--- src/rtl/t10_pkg.sv ---
// Shared definitions for the period meter and the tick generator it pairs with.
// Both sides take their counter width from T10_PERIOD_W so results line up.
package t10_pkg;

  localparam int T10_PERIOD_W = 30;

  typedef enum logic [0:0] {
    IDLE    = 1'b0,
    MEASURE = 1'b1
  } t10_state_e;

endpackage

--- src/rtl/t10_edge_detect.sv ---
// Registers a clk-domain level and emits a one-cycle pulse on its 0->1 transition.
// Latency 0 (combinational pulse from the live input); no backpressure.
module t10_edge_detect (
  input  logic clk,
  input  logic rst,
  input  logic clear,
  input  logic sig_i,
  output logic rise_o
);

  logic sig_q;

  always_ff @(posedge clk) begin
    if (rst || clear) begin
      sig_q <= 1'b0;
    end else begin
      sig_q <= sig_i;
    end
  end

  // A level already high on the first cycle out of reset reads as a rising edge.
  assign rise_o = sig_i & ~sig_q;

endmodule

--- src/rtl/t10_period_meter.sv ---
// Measures clk cycles between strobe rising edges; result valid 1 cycle after the edge.
// Single-entry valid/ready slot: a capture into a full, unaccepted slot is dropped and flagged.
module t10_period_meter
  import t10_pkg::*;
#(
  parameter int WIDTH = T10_PERIOD_W
) (
  input  logic             clk,
  input  logic             rst,
  input  logic             clear,
  input  logic             strobe,
  input  logic [WIDTH-1:0] max_period,
  output logic [WIDTH-1:0] period,
  output logic             period_valid,
  input  logic             period_ready,
  output logic             timeout,
  output logic             overrun,
  output logic             busy
);

  localparam logic [WIDTH-1:0] ONE = WIDTH'(1);

  t10_state_e       state_q;
  logic [WIDTH-1:0] count_q;
  logic [WIDTH-1:0] count_d;
  logic [WIDTH-1:0] period_q;
  logic             valid_q;
  logic             timeout_q;
  logic             overrun_q;

  logic rise;
  logic at_limit;
  logic count_max;
  logic capture;
  logic accept;

  t10_edge_detect u_edge (
    .clk    (clk),
    .rst    (rst),
    .clear  (clear),
    .sig_i  (strobe),
    .rise_o (rise)
  );

  // Equality only: a limit lowered below the running count never fires for this interval.
  assign at_limit  = (max_period != '0) && (count_q == max_period);
  assign count_max = &count_q;
  assign capture   = (state_q == MEASURE) && rise;
  assign accept    = valid_q && period_ready;

  always_comb begin
    count_d = count_q;
    case (state_q)
      IDLE: begin
        if (rise) begin
          count_d = ONE;
        end
      end
      MEASURE: begin
        if (rise) begin
          count_d = ONE;
        end else if (at_limit) begin
          count_d = '0;
        end else if (!count_max) begin
          count_d = count_q + ONE;
        end
      end
      default: count_d = '0;
    endcase
  end

  always_ff @(posedge clk) begin
    if (rst || clear) begin
      state_q   <= IDLE;
      count_q   <= '0;
      period_q  <= '0;
      valid_q   <= 1'b0;
      timeout_q <= 1'b0;
      overrun_q <= 1'b0;
    end else begin
      count_q <= count_d;

      case (state_q)
        IDLE: begin
          if (rise) begin
            state_q <= MEASURE;
          end
        end
        MEASURE: begin
          // An edge landing on the limit cycle is a result, not a timeout.
          if (!rise && at_limit) begin
            state_q   <= IDLE;
            timeout_q <= 1'b1;
          end
        end
        default: state_q <= IDLE;
      endcase

      if (capture) begin
        if (!valid_q || period_ready) begin
          period_q <= count_q;
          valid_q  <= 1'b1;
        end else begin
          overrun_q <= 1'b1;
        end
      end else if (accept) begin
        valid_q <= 1'b0;
      end
    end
  end

  assign period       = period_q;
  assign period_valid = valid_q;
  assign timeout      = timeout_q;
  assign overrun      = overrun_q;
  assign busy         = (state_q == MEASURE);

endmodule

--- config.mk ---
export PLATFORM = sky130hd
export DESIGN_NAME = t10_period_meter
export DESIGN_NICKNAME = d
export VERILOG_FILES = /design/src/rtl/t10_pkg.sv /design/src/rtl/t10_edge_detect.sv /design/src/rtl/t10_period_meter.sv
export SDC_FILE = /design/constraint.sdc
export NUM_CORES = 1
export LEC_CHECK = 0
export ABC_CLOCK_PERIOD_IN_PS = 3900
export BUFFER_PORTS_ARGS = -buffer_cell sky130_fd_sc_hd__buf_4
export CAP_MARGIN = 20
export CORE_ASPECT_RATIO = 1.2
export CORE_UTILIZATION = 31
export CTS_CLUSTER_DIAMETER = 50
export DETAILED_ROUTE_END_ITERATION = 7
export GPL_TIMING_DRIVEN = 0
export SLEW_MARGIN = 40
export SYNTH_ARGS = -nofsm -noshare
export SYNTH_HDL_FRONTEND = slang
export SYNTH_SLANG_ARGS = --single-unit
--- constraint.sdc ---
create_clock -name clk -period 3.9 [get_ports clk]
set_clock_uncertainty 0.1 [all_clocks]
set_input_delay 0.39 -clock clk [delete_from_list [all_inputs] [get_ports clk]]
set_output_delay 0.39 -clock clk [all_outputs]
set_load 0.005 [all_outputs]
# Yosys cells after proc, flatten, opt, wreduce, memory -nomap -nowiden
# Cells that the tools add are included.
# Widths: inputs -> output; s select.
[totals]
regBits = 65
word_cells = 43
output_inout_bits = 34
[classes]
muxes = 11
reduce_logical = 16
addsub = 1
bitwise_logic = 4
eq_ne = 4
[ops]
columns = ["op", "count"]
rows = [
  ["$mux 30", 4],
  ["$pmux 30 s2", 1],
  ["$add 30x1->30 const B", 1],
  ["$eq 30x30->1", 1],
  ["$reduce_and 30->1", 1],
  ["$reduce_bool 30->1", 1],
  ["$reduce_and 2->1", 5],
  ["$mux 1", 5],
  ["$logic_and 1x1->1", 4],
  ["$ne 4x4->1 const B", 1],
  ["$not 1->1", 3],
  ["$logic_not 1->1", 2],
  ["$logic_or 1x1->1", 2],
  ["$ne 2x1->1 const B", 1],
  ["$ne 2x2->1 const B", 1],
  ["$pmux 1 s2", 1],
  ["$reduce_bool 2->1", 1],
  ["$and 1x1->1", 1],
]

# Longest topological paths before layout
# Gate-level depths: netlist of the first run.
[logic_depth]
ltp_word = 6
ltp_mapped = 9
mapped_depth_nobuf = 7

# Hierarchy
# Synthesis of the first run repeated with hierarchy kept, for this count alone.
[hier_totals]
cells_unflattened = 396
area_unflattened_um2 = 3211.8
[by_module_without_submodules]
columns = ["module", "n_inst", "cells_per_inst", "area_per_inst_um2"]
rows = [
  ["t10_period_meter", 1, 393, 3173.0],
  ["t10_edge_detect", 1, 3, 38.8],
]

# Least setup slack after synthesis of the first run
# Ideal clock, no wire load.
[synth_timing]
kind = "input port to flip-flop"
from = "in max_period[10]"
to = "reg count_q[25]"
stages = 6
arrival_time_ps = 2025
required_ps = 3715
setup_slack_ps = 1690
path_buffers = 0
path_cell_list = "or4_1 nor3_1 nand4_1 a31oi_1 or4b_4 o31ai_2"
[synth_via]
elab_chain_len = 5
[synth_lines]
columns = ["element", "line", "rtl"]
rows = [
  ["from (decl)", "t10_period_meter.sv:12", "input logic [WIDTH-1:0] max_period,"],
  ["$eq 30x30->1 / $reduce_bool 30->1 (equally long branches)", "t10_period_meter.sv:46", "assign at_limit = (max_period != '0) && (count_q == max_period);"],
  ["$logic_and 1x1->1 *", "t10_period_meter.sv:46", ""],
  ["$mux 30", "t10_period_meter.sv:62", "end else if (at_limit) begin"],
  ["$mux 30", "t10_period_meter.sv:60", "if (rise) begin"],
  ["$pmux 30 s2", "t10_period_meter.sv:53", "case (state_q)"],
  ["to (signal assigned)", "t10_period_meter.sv:81", "count_q <= count_d;"],
  ["to (decl)", "t10_period_meter.sv:24", "logic [WIDTH-1:0] count_q;"],
]
# Every way passes the cells marked *; elsewhere a longest branch is shown, timed or not.
# A chain may end at the register's enable or synchronous reset.

# Worst setup path after layout of the first run
[layout_timing]
from = "reg count_q[25]"
to = "reg count_q[14]"
[layout_via]
elab_chain_len = 5
[layout_lines]
columns = ["element", "line"]
rows = [
  ["$eq 30x30->1", "t10_period_meter.sv:46"],
  ["$logic_and 1x1->1", "t10_period_meter.sv:46"],
  ["$mux 30", "t10_period_meter.sv:62"],
  ["$mux 30", "t10_period_meter.sv:60"],
  ["$pmux 30 s2", "t10_period_meter.sv:53"],
]
# Several ways; a longest one is shown, not always the timed one.

==> out/qor.txt, run 1 <==
First-pass GRT wire length: 18.4 mm
Leak pwr: 1.57 nW
Final worst-path cycle share: 76.0%
Top FF cell, synth: dfxtp_1
Sequential element share of the synthesized area: 37.4%
Pwr dens: 375 nW/um^2
Total gr overflow: 0
DR pass1 iterations: 6
Minimum clock period: 2970 ps
Dominant cells by area after synthesis: dfxtp_1, nand2_1, xnor2_1, nand4_1, a21oi_1
Post-route DRC violation count: 0
Total CTS buffers: 9
CTS tree: built
Setup slack after layout: 934 ps
Slew @ Worst Pin: 808 ps
RSZ-0062 raised after global routing: no
Post-DRT Antenna Nets: 0
Mapped Nets: 472
Die Y-Extent: 118 um
Type of element capturing the critical path: flip-flop
Total of max-cap violations: 0
Die X: 98.7 um
Most frequent cell after synthesis: nand2_1
Largest net degree at the start of global routing: 11
PostCTS Resize Cnt: 0
Storage cell area: 1300 um^2
FF+latch count, synth: 65
Synthesis Warnings: 0
Setup repair bufs after CTS: 0
Pins over their slew limit: 0
Routed WL: 11.8 mm
Area Growth Syn to Fin: 28.9%
Number of port buffers: 68
Mapped Cells: 436
Fmax: 0.337 GHz
Core Area: 11000 um^2
Via Count: 3717
Synth cell types: 50
Worst skew pair latency: 330 ps
Post-CTS Hold Buffers: 0
Top cells by count, synth: nand2_1, dfxtp_1, a21oi_1
CP required: 3990 ps
Post-layout util: 40.8%
Hold crit path type: input pin to flip-flop
Starting Density: 31.7%
Ant diodes: 0
CP Cell Sequence: clkbuf_1, xnor2_1, nand4_1, nor4_1, nand3_1, buf_2, o21ai_1, nor2_1
Average vias per placed instance: 5.71
Clk sinks: 65
Post-synth top area cell: dfxtp_1
CTS root buffer: clkbuf_16
Die area: 11700 um^2
Max IR drop VDD: 0.156 mV
Post-DP HPWL: 8.87 mm
Layout cells sized above 1: 19.8%
Multi-input logic area: 2030 um^2
Yosys top cell area share: 37.4%
Largest stage delay, worst path: 650 ps
Post-DR wirelength/cell: 18.1 um
Vias in the first global route: 3607
Arrival @ worst endpoint: 3050 ps
CTS Buffer Depth: 2
EDFF count, synth: 0
Slowest-stage cell, CP: o21ai_1
Async S/R FF share, synth: 0%
Num ports: 69
Syn avg cell area: 7.98 um^2
Total GRT Usage: 20.6%
FILL cells: 1145
Pwr Total: 0.00168 W
Status: finished, final reports clean
Crit-path max FO: 10
Initial DRC Count: 254
Startpoint class of the critical path: flip-flop
Fin nets: 551
FP Rows: 42
H-Tree Depth: 3
Relative slew slack: 45.9%
Netlist Area Pre-Place: 3480 um^2
Fin Setup TNS: 0 ps
Finish-stage setup viols: 0
Reg clk slew, reported paths: 50 ps
GPL Wtd Cong: 1.04
Critical path type: flip-flop to flip-flop
Initial antenna violation count: 0
Setup WS pre-CTS: 1040 ps
Final hold violation count: 0
[registers in the layout, indices dropped and copies added (netlist names)]
signal / flops
busy: 1
overrun: 1
timeout: 1
period_valid: 1
count_q: 30
u_edge.sig_q: 1
period: 30
[per-layer routing]
layer  track usage [%]  part of all wire [%]  vias to the layer above  wire length, um
met3              4.45                   6.4                       34              756
li1                  -                     -                     1763                -
met4              12.7                   3.6                        0              429
met2              32.9                    47                      176             5530
met5                 0                     0                        -                0
met1              25.2                    43                     1744             5050
[metrics by stage]
step	hold WS, ps	std cells	instance area, um^2
after floorplan	353	436	3480
after global placement	345	636	4160
after detailed placement	351	636	4160
after CTS	180	651	4490
after global routing	199	651	4490
final	187	651	4490
[placed cells by master (no fill, tap or decap), drive strengths merged, types with 4 or more instances in the layout]
| master | instances |
|---|---|
| xnor2 | 30 |
| a31oi | 11 |
| a22oi | 4 |
| clkbuf | 37 |
| a21oi | 36 |
| and4 | 4 |
| a41oi | 8 |
| nor2 | 21 |
| nor3 | 6 |
| nand4 | 30 |
| o41ai | 4 |
| nand3 | 17 |
| o31ai | 8 |
| xor2 | 5 |
| and3 | 12 |
| nand2 | 84 |
| nor4 | 12 |
| buf | 78 |
| dfxtp | 65 |
[final cells by class]
class,count,share of cell area [%]
well taps,132,3.68
clock inverters,2,1.34
flip-flops and latches,65,29.0
multi-input cells,334,45.2
plain buffers,34,3.12
repair buffers,68,11.4
clock buffers,13,6.03
inverters,3,0.251
[cells by family after synthesis]
group / synth area share, %
buffers and inverters: 4.35
muxes: 0.863
DFF: 37.4
adders and majority gates: 0.360
and+or+nand+nor: 31.3
xor gates and xnor gates: 8.81
AOI/OAI and AO/OA: 16.9
[report_power, final]
part / internal [W] / switching [W] / total (W)
clock network: 0.000608 / 0.000290 / 0.000899
logic: 0.0000446 / 0.0000673 / 0.000112
registers: 0.000666 / 0.00000325 / 0.000669
[worst paths after layout]
| path | startpoint | endpoint | slack (ps) | depth (start not counted) |
|---|---|---|---|---|
| setup / recovery | count_q[25] | count_q[14] | 930 | 8 |
| hold / removal | strobe | u_edge.sig_q | 190 | 2 |
| setup reg to reg | count_q[25] | count_q[14] | 930 | 8 |
| hold reg to reg | period[9] | period[9] | 360 | 2 |
[worst max-delay path, delay by kind of cell (launching register included)]
family | cells | cell delay, ps
AND/OR/NAND/NOR | 4 | 960
buffers and inverters | 2 | 570
flip-flops | 1 | 310
AO/OA/AOI/OAI | 1 | 650
XOR/XNOR | 1 | 220
No activity file was read; power rests on OpenSTA's default activity.
==> run 2: changes to the inputs <==
Settings changed: ABC_CLOCK_PERIOD_IN_PS 3900 to 2600.
Clock period 3.9 ns to 2.6 ns, I/O delays scaled along.
==> run 2 against run 1 <==
  * Final cell count down 0.15%
  * Largest power group unchanged
  * Routed wire length rose by 1.0%
  * Design area grew 1.7%
  * Critical endpoint is now count_q[22]
  * Register-to-register slack got worse by 820 ps
==> out/qor.txt, run 2 (synthesized netlist as in run 1, its figures left out) <==
CTS tree: built
Pwr dens: 554 nW/um^2
Via Count: 3707
Pint: 0.00198 W
GPL Wtd Cong: 1.04
Storage cell area: 1300 um^2
Hold Crit Depth: 2
CP required: 2700 ps
Status: finished, final reports clean
Fin cells: 650
Fin nets: 550
Clk pwr share: 53.4%
Flop pwr share: 39.8%
FF-to-FF End: count_q[22]
Total gr overflow: 0
Arrival @ worst endpoint: 2590 ps
Area Growth Syn to Fin: 31.1%
Startpoint class of the critical path: flip-flop
Worst skew pair latency: 330 ps
FILL cells: 1134
Initial antenna violation count: 0
Largest net degree at the start of global routing: 11
Switch share: 21.6%
Number of port buffers: 68
Total GRT Usage: 20.6%
Starting Density: 31.7%
Max IR drop VDD: 0.232 mV
FP Rows: 42
Num ports: 69
Leak pwr: 1.63 nW
Finish-stage setup viols: 0
H-Tree Depth: 3
Minimum clock period: 2480 ps
Core Area: 11000 um^2
Final hold violation count: 0
CTS Buffer Depth: 2
Crit-path max FO: 10
Layout cells sized above 1: 22.8%
First-pass GRT wire length: 18.4 mm
CTS root buffer: clkbuf_16
Final worst-path cycle share: 95.5%
Reg clk slew, reported paths: 60 ps
Die area: 11700 um^2
Final hold slack: 57.7 ps
Placed cells: 636
Relative slew slack: 45.0%
Pins over their slew limit: 0
Die X: 98.7 um
Initial DRC Count: 269
Clk sinks: 65
Ant diodes: 0
Reg2Reg Depth: 9
Commonest non-fill, non-tap cell in the layout: nand2_1
Hold crit path type: input pin to flip-flop
DR pass1 iterations: 5
Average vias per placed instance: 5.70
Critical path type: flip-flop to flip-flop
Post-CTS Hold Buffers: 0
Slew @ Worst Pin: 822 ps
Vias in the first global route: 3597
Routed WL: 11.9 mm
Post-layout util: 41.5%
Fmax: 0.403 GHz
Post-DRT Antenna Nets: 0
Comb power frac: 6.8%
Total of max-cap violations: 0
Most frequent cells in the layout: nand2_1, buf_4, dfxtp_1, a21oi_1, xnor2_1
Psw: 0.000546 W
Type of element capturing the critical path: flip-flop
Post-DR wirelength/cell: 18.3 um
Post-route DRC violation count: 0
Worst r2r src: count_q[4]
Post-DP HPWL: 8.87 mm
Hold EP: u_edge.sig_q
Hold Startpoint: strobe
Die Y-Extent: 118 um
Total CTS buffers: 9
Multi-input logic area: 2090 um^2
R2r setup slk: 120 ps
[run 2: changes by cell type in the layout (fill, tap and decap cells not counted), moves of 2 or more]
cell      before  now
buf_4         68   71
clkbuf_1      25   19
clkbuf_2       0    2
dfxtp_1       65   63
dfxtp_2        0    2
nand3_1       15   13
nand3_2        2    4
nor4_1        10    7
nor4_4         0    2
[run 2: timing repair]
action	CTS	global route
cloned	0	0
endpoints found under the setup margin	21	28
pin swaps	0	1
resized for setup	6	11
buffers inserted	0	3
[run 2: how the worst max path moves through the flow]
stage	start	end	depth (start not counted)
2_1_floorplan	count_q[0]	count_q[22]	7
3_3_place_gp	count_q[25]	count_q[14]	8
3_5_place_dp	count_q[25]	count_q[14]	8
4_1_cts	count_q[1]	count_q[26]	7
5_1_grt	count_q[1]	count_q[22]	8
6_report	count_q[4]	count_q[22]	9
[run 2: cell type report]
type                    instances  share of cell area (%)
plain buffers                  30                    2.80
clock buffers                  13                    5.92
clock inverters                 2                    1.32
inverters                       3                   0.247
multi-input cells             334                    45.8
flip-flops and latches         65                    28.6
well taps                     132                    3.62
repair buffers                 71                    11.7
[run 2: stage by stage]
stage	TNS, ps	power, W	instance area, um^2	worst slack [ps]
finish	0	0.00253	4560	118
global route	-61.3	0.00259	4560	-42.2
CTS	0	0.00254	4510	15.1
detailed placement	-3590	0.00119	4160	-262
global placement	-3270	0.00119	4160	-262
floorplan	0	0.00110	3480	471
[run 2: worst max-delay path, cell delays in order, from the launching register on]
cell and delay [ps]:
dfxtp_1 290, buf_2 170, xnor2_1 210, nand4_1 210, nor4_2 360, nand3_1 200, buf_2 260, buf_2 230
a22oi_1 200, o31ai_1 110
[run 2: routing by layer]
layer | vias up | part of all wire (%) | track usage (%)
li1 | 1756 | - | -
met1 | 1739 | 43 | 25.6
met2 | 178 | 47 | 33.0
met3 | 34 | 6.6 | 4.10
met4 | 0 | 3.8 | 12.1
met5 | - | 0 | 0
[run 2: power by group through the flow]
stage               clock network (W)  logic [W]  registers, W
floorplan                           0  0.0000769       0.00102
global placement                    0   0.000165       0.00102
detailed placement                  0   0.000166       0.00103
CTS                           0.00136   0.000168       0.00100
global route                  0.00140   0.000184       0.00100
finish                        0.00135   0.000173       0.00100
==> run 3: changes to the inputs <==
Settings changed: REMOVE_ABC_BUFFERS set to 1.
==> run 3 against run 2 <==
  * Combinational power hardly changed
  * Final cell count shrank 4.0%
  * Highest routed layer unchanged
  * Critical path depth shrank 2
==> out/qor.txt, run 3 (synthesized netlist as in run 1, its figures left out) <==
Layout cells sized above 1: 22.8%
Total GRT Usage: 20.0%
H-Tree Depth: 3
Post-DRT Antenna Nets: 0
Routed WL: 11.3 mm
Average vias per placed instance: 5.68
Pwr dens: 527 nW/um^2
RSZ-0062 raised after global routing: no
Worst r2r src: busy
Type of element capturing the critical path: flip-flop
Startpoint class of the critical path: input pin
Pins over their slew limit: 0
CTS root buffer: clkbuf_16
Finish-stage setup viols: 0
Die Y-Extent: 118 um
Post-DR wirelength/cell: 18.1 um
Critical path type: input pin to flip-flop
Commonest non-fill, non-tap cell in the layout: nand2_1
DR pass1 iterations: 5
Initial antenna violation count: 0
Worst skew pair latency: 340 ps
Num ports: 69
Arrival @ worst endpoint: 2610 ps
CTS tree: built
FP Rows: 42
Post-route DRC violation count: 0
Fin Setup TNS: 0 ps
FF-to-FF End: count_q[23]
Fin cells: 624
Status: finished, final reports clean
Ant diodes: 0
Die X: 98.7 um
Hold crit path type: input pin to flip-flop
Area Growth Syn to Fin: 29.3%
GPL Wtd Cong: 0.920
FILL cells: 1143
Max IR drop VDD: 0.219 mV
Leak pwr: 1.57 nW
First-pass GRT wire length: 17.9 mm
Reg2Reg Depth: 4
Most frequent cells in the layout: nand2_1, buf_4, dfxtp_1, a21oi_1, xnor2_1
Reg clk slew, reported paths: 50 ps
CP required: 2750 ps
R2r setup slk: 170 ps
Core Area: 11000 um^2
Clk sinks: 65
Crit-path max FO: 4
Largest net degree at the start of global routing: 37
Total of max-cap violations: 0
Total gr overflow: 0
CP endpoint: count_q[23]
Hold Startpoint: strobe
Vias in the first global route: 3506
Final hold violation count: 0
Fmax: 0.405 GHz
Placed cells: 604
Number of port buffers: 68
Final worst-path cycle share: 94.9%
Slew @ Worst Pin: 870 ps
Die area: 11700 um^2
Post-DP HPWL: 7.93 mm
Fin nets: 523
Setup crit start: max_period[10]
Post-CTS Hold Buffers: 0
Initial DRC Count: 228
CTS Buffer Depth: 2
Relative slew slack: 41.8%
Starting Density: 31.7%
Minimum clock period: 2470 ps
Total CTS buffers: 9
Via Count: 3543
==> run 3: power by group <==
part / switching [W] / total (W) / internal (W)
combinational: 0.000103 / 0.000171 / 0.0000679
clock: 0.000426 / 0.00119 / 0.000765
sequential: 0.00000709 / 0.00101 / 0.00100
total: 0.000536 / 0.00237 / 0.00183
==> run 3: worst max-delay path, stage by stage <==
cell and delay, ps:
buf_4 120, or4_1 500, nor3_1 190, nand4_1 340, a31oi_1 480, or4b_4 540, o31ai_2 180
==> run 3: metrics by stage <==
stage	cell area [um^2]	hold slack, ps	power (W)	setup slack [ps]	utilization (%)
detailed placement	4080	350	0.00119	-517	37.1
global placement	4020	345	0.00118	-1480	36.6
CTS	4460	40.6	0.00239	40.1	40.6
finish	4500	45.5	0.00237	134	41.0
global route	4500	49.9	0.00245	45.1	41.0
floorplan	3340	282	0.00109	-95.9	-
==> run 3: timing repair <==
action / CTS / global route
buffers inserted: 1 / 2
pin swaps: 2 / 2
gates resized for setup: 12 / 4
endpoints found under the setup margin: 32 / 28
gates cloned: 1 / 0
==> run 3: per-layer routing <==
| metal | routed length (um) | GRT usage (%) | vias to the layer above |
|---|---|---|---|
| met5 | 0 | 0 | - |
| met4 | 446 | 12.0 | 0 |
| met3 | 608 | 3.56 | 35 |
| met2 | 5380 | 32.4 | 135 |
| met1 | 4840 | 24.7 | 1661 |
| li1 | - | - | 1712 |
==> run 3: how the worst min path moves through the flow <==
stage	endpoint	depth (start not counted)	slack (ps)
floorplan	u_edge.sig_q	1	280
global placement	period[6]	2	340
detailed placement	period[29]	2	350
CTS	u_edge.sig_q	2	40
global route	u_edge.sig_q	2	50
finish	u_edge.sig_q	2	50
==> run 3: final cells by class <==
class                   count  area (um^2)  share of cell area, %
clock inverters             3         40.0                  0.890
clock buffers              13          250                   5.56
inverters                   3         11.3                  0.250
well taps                 132          165                   3.67
multi-input cells         335         2170                   48.2
repair buffers             73          563                   12.5
flip-flops and latches     65         1300                   28.9
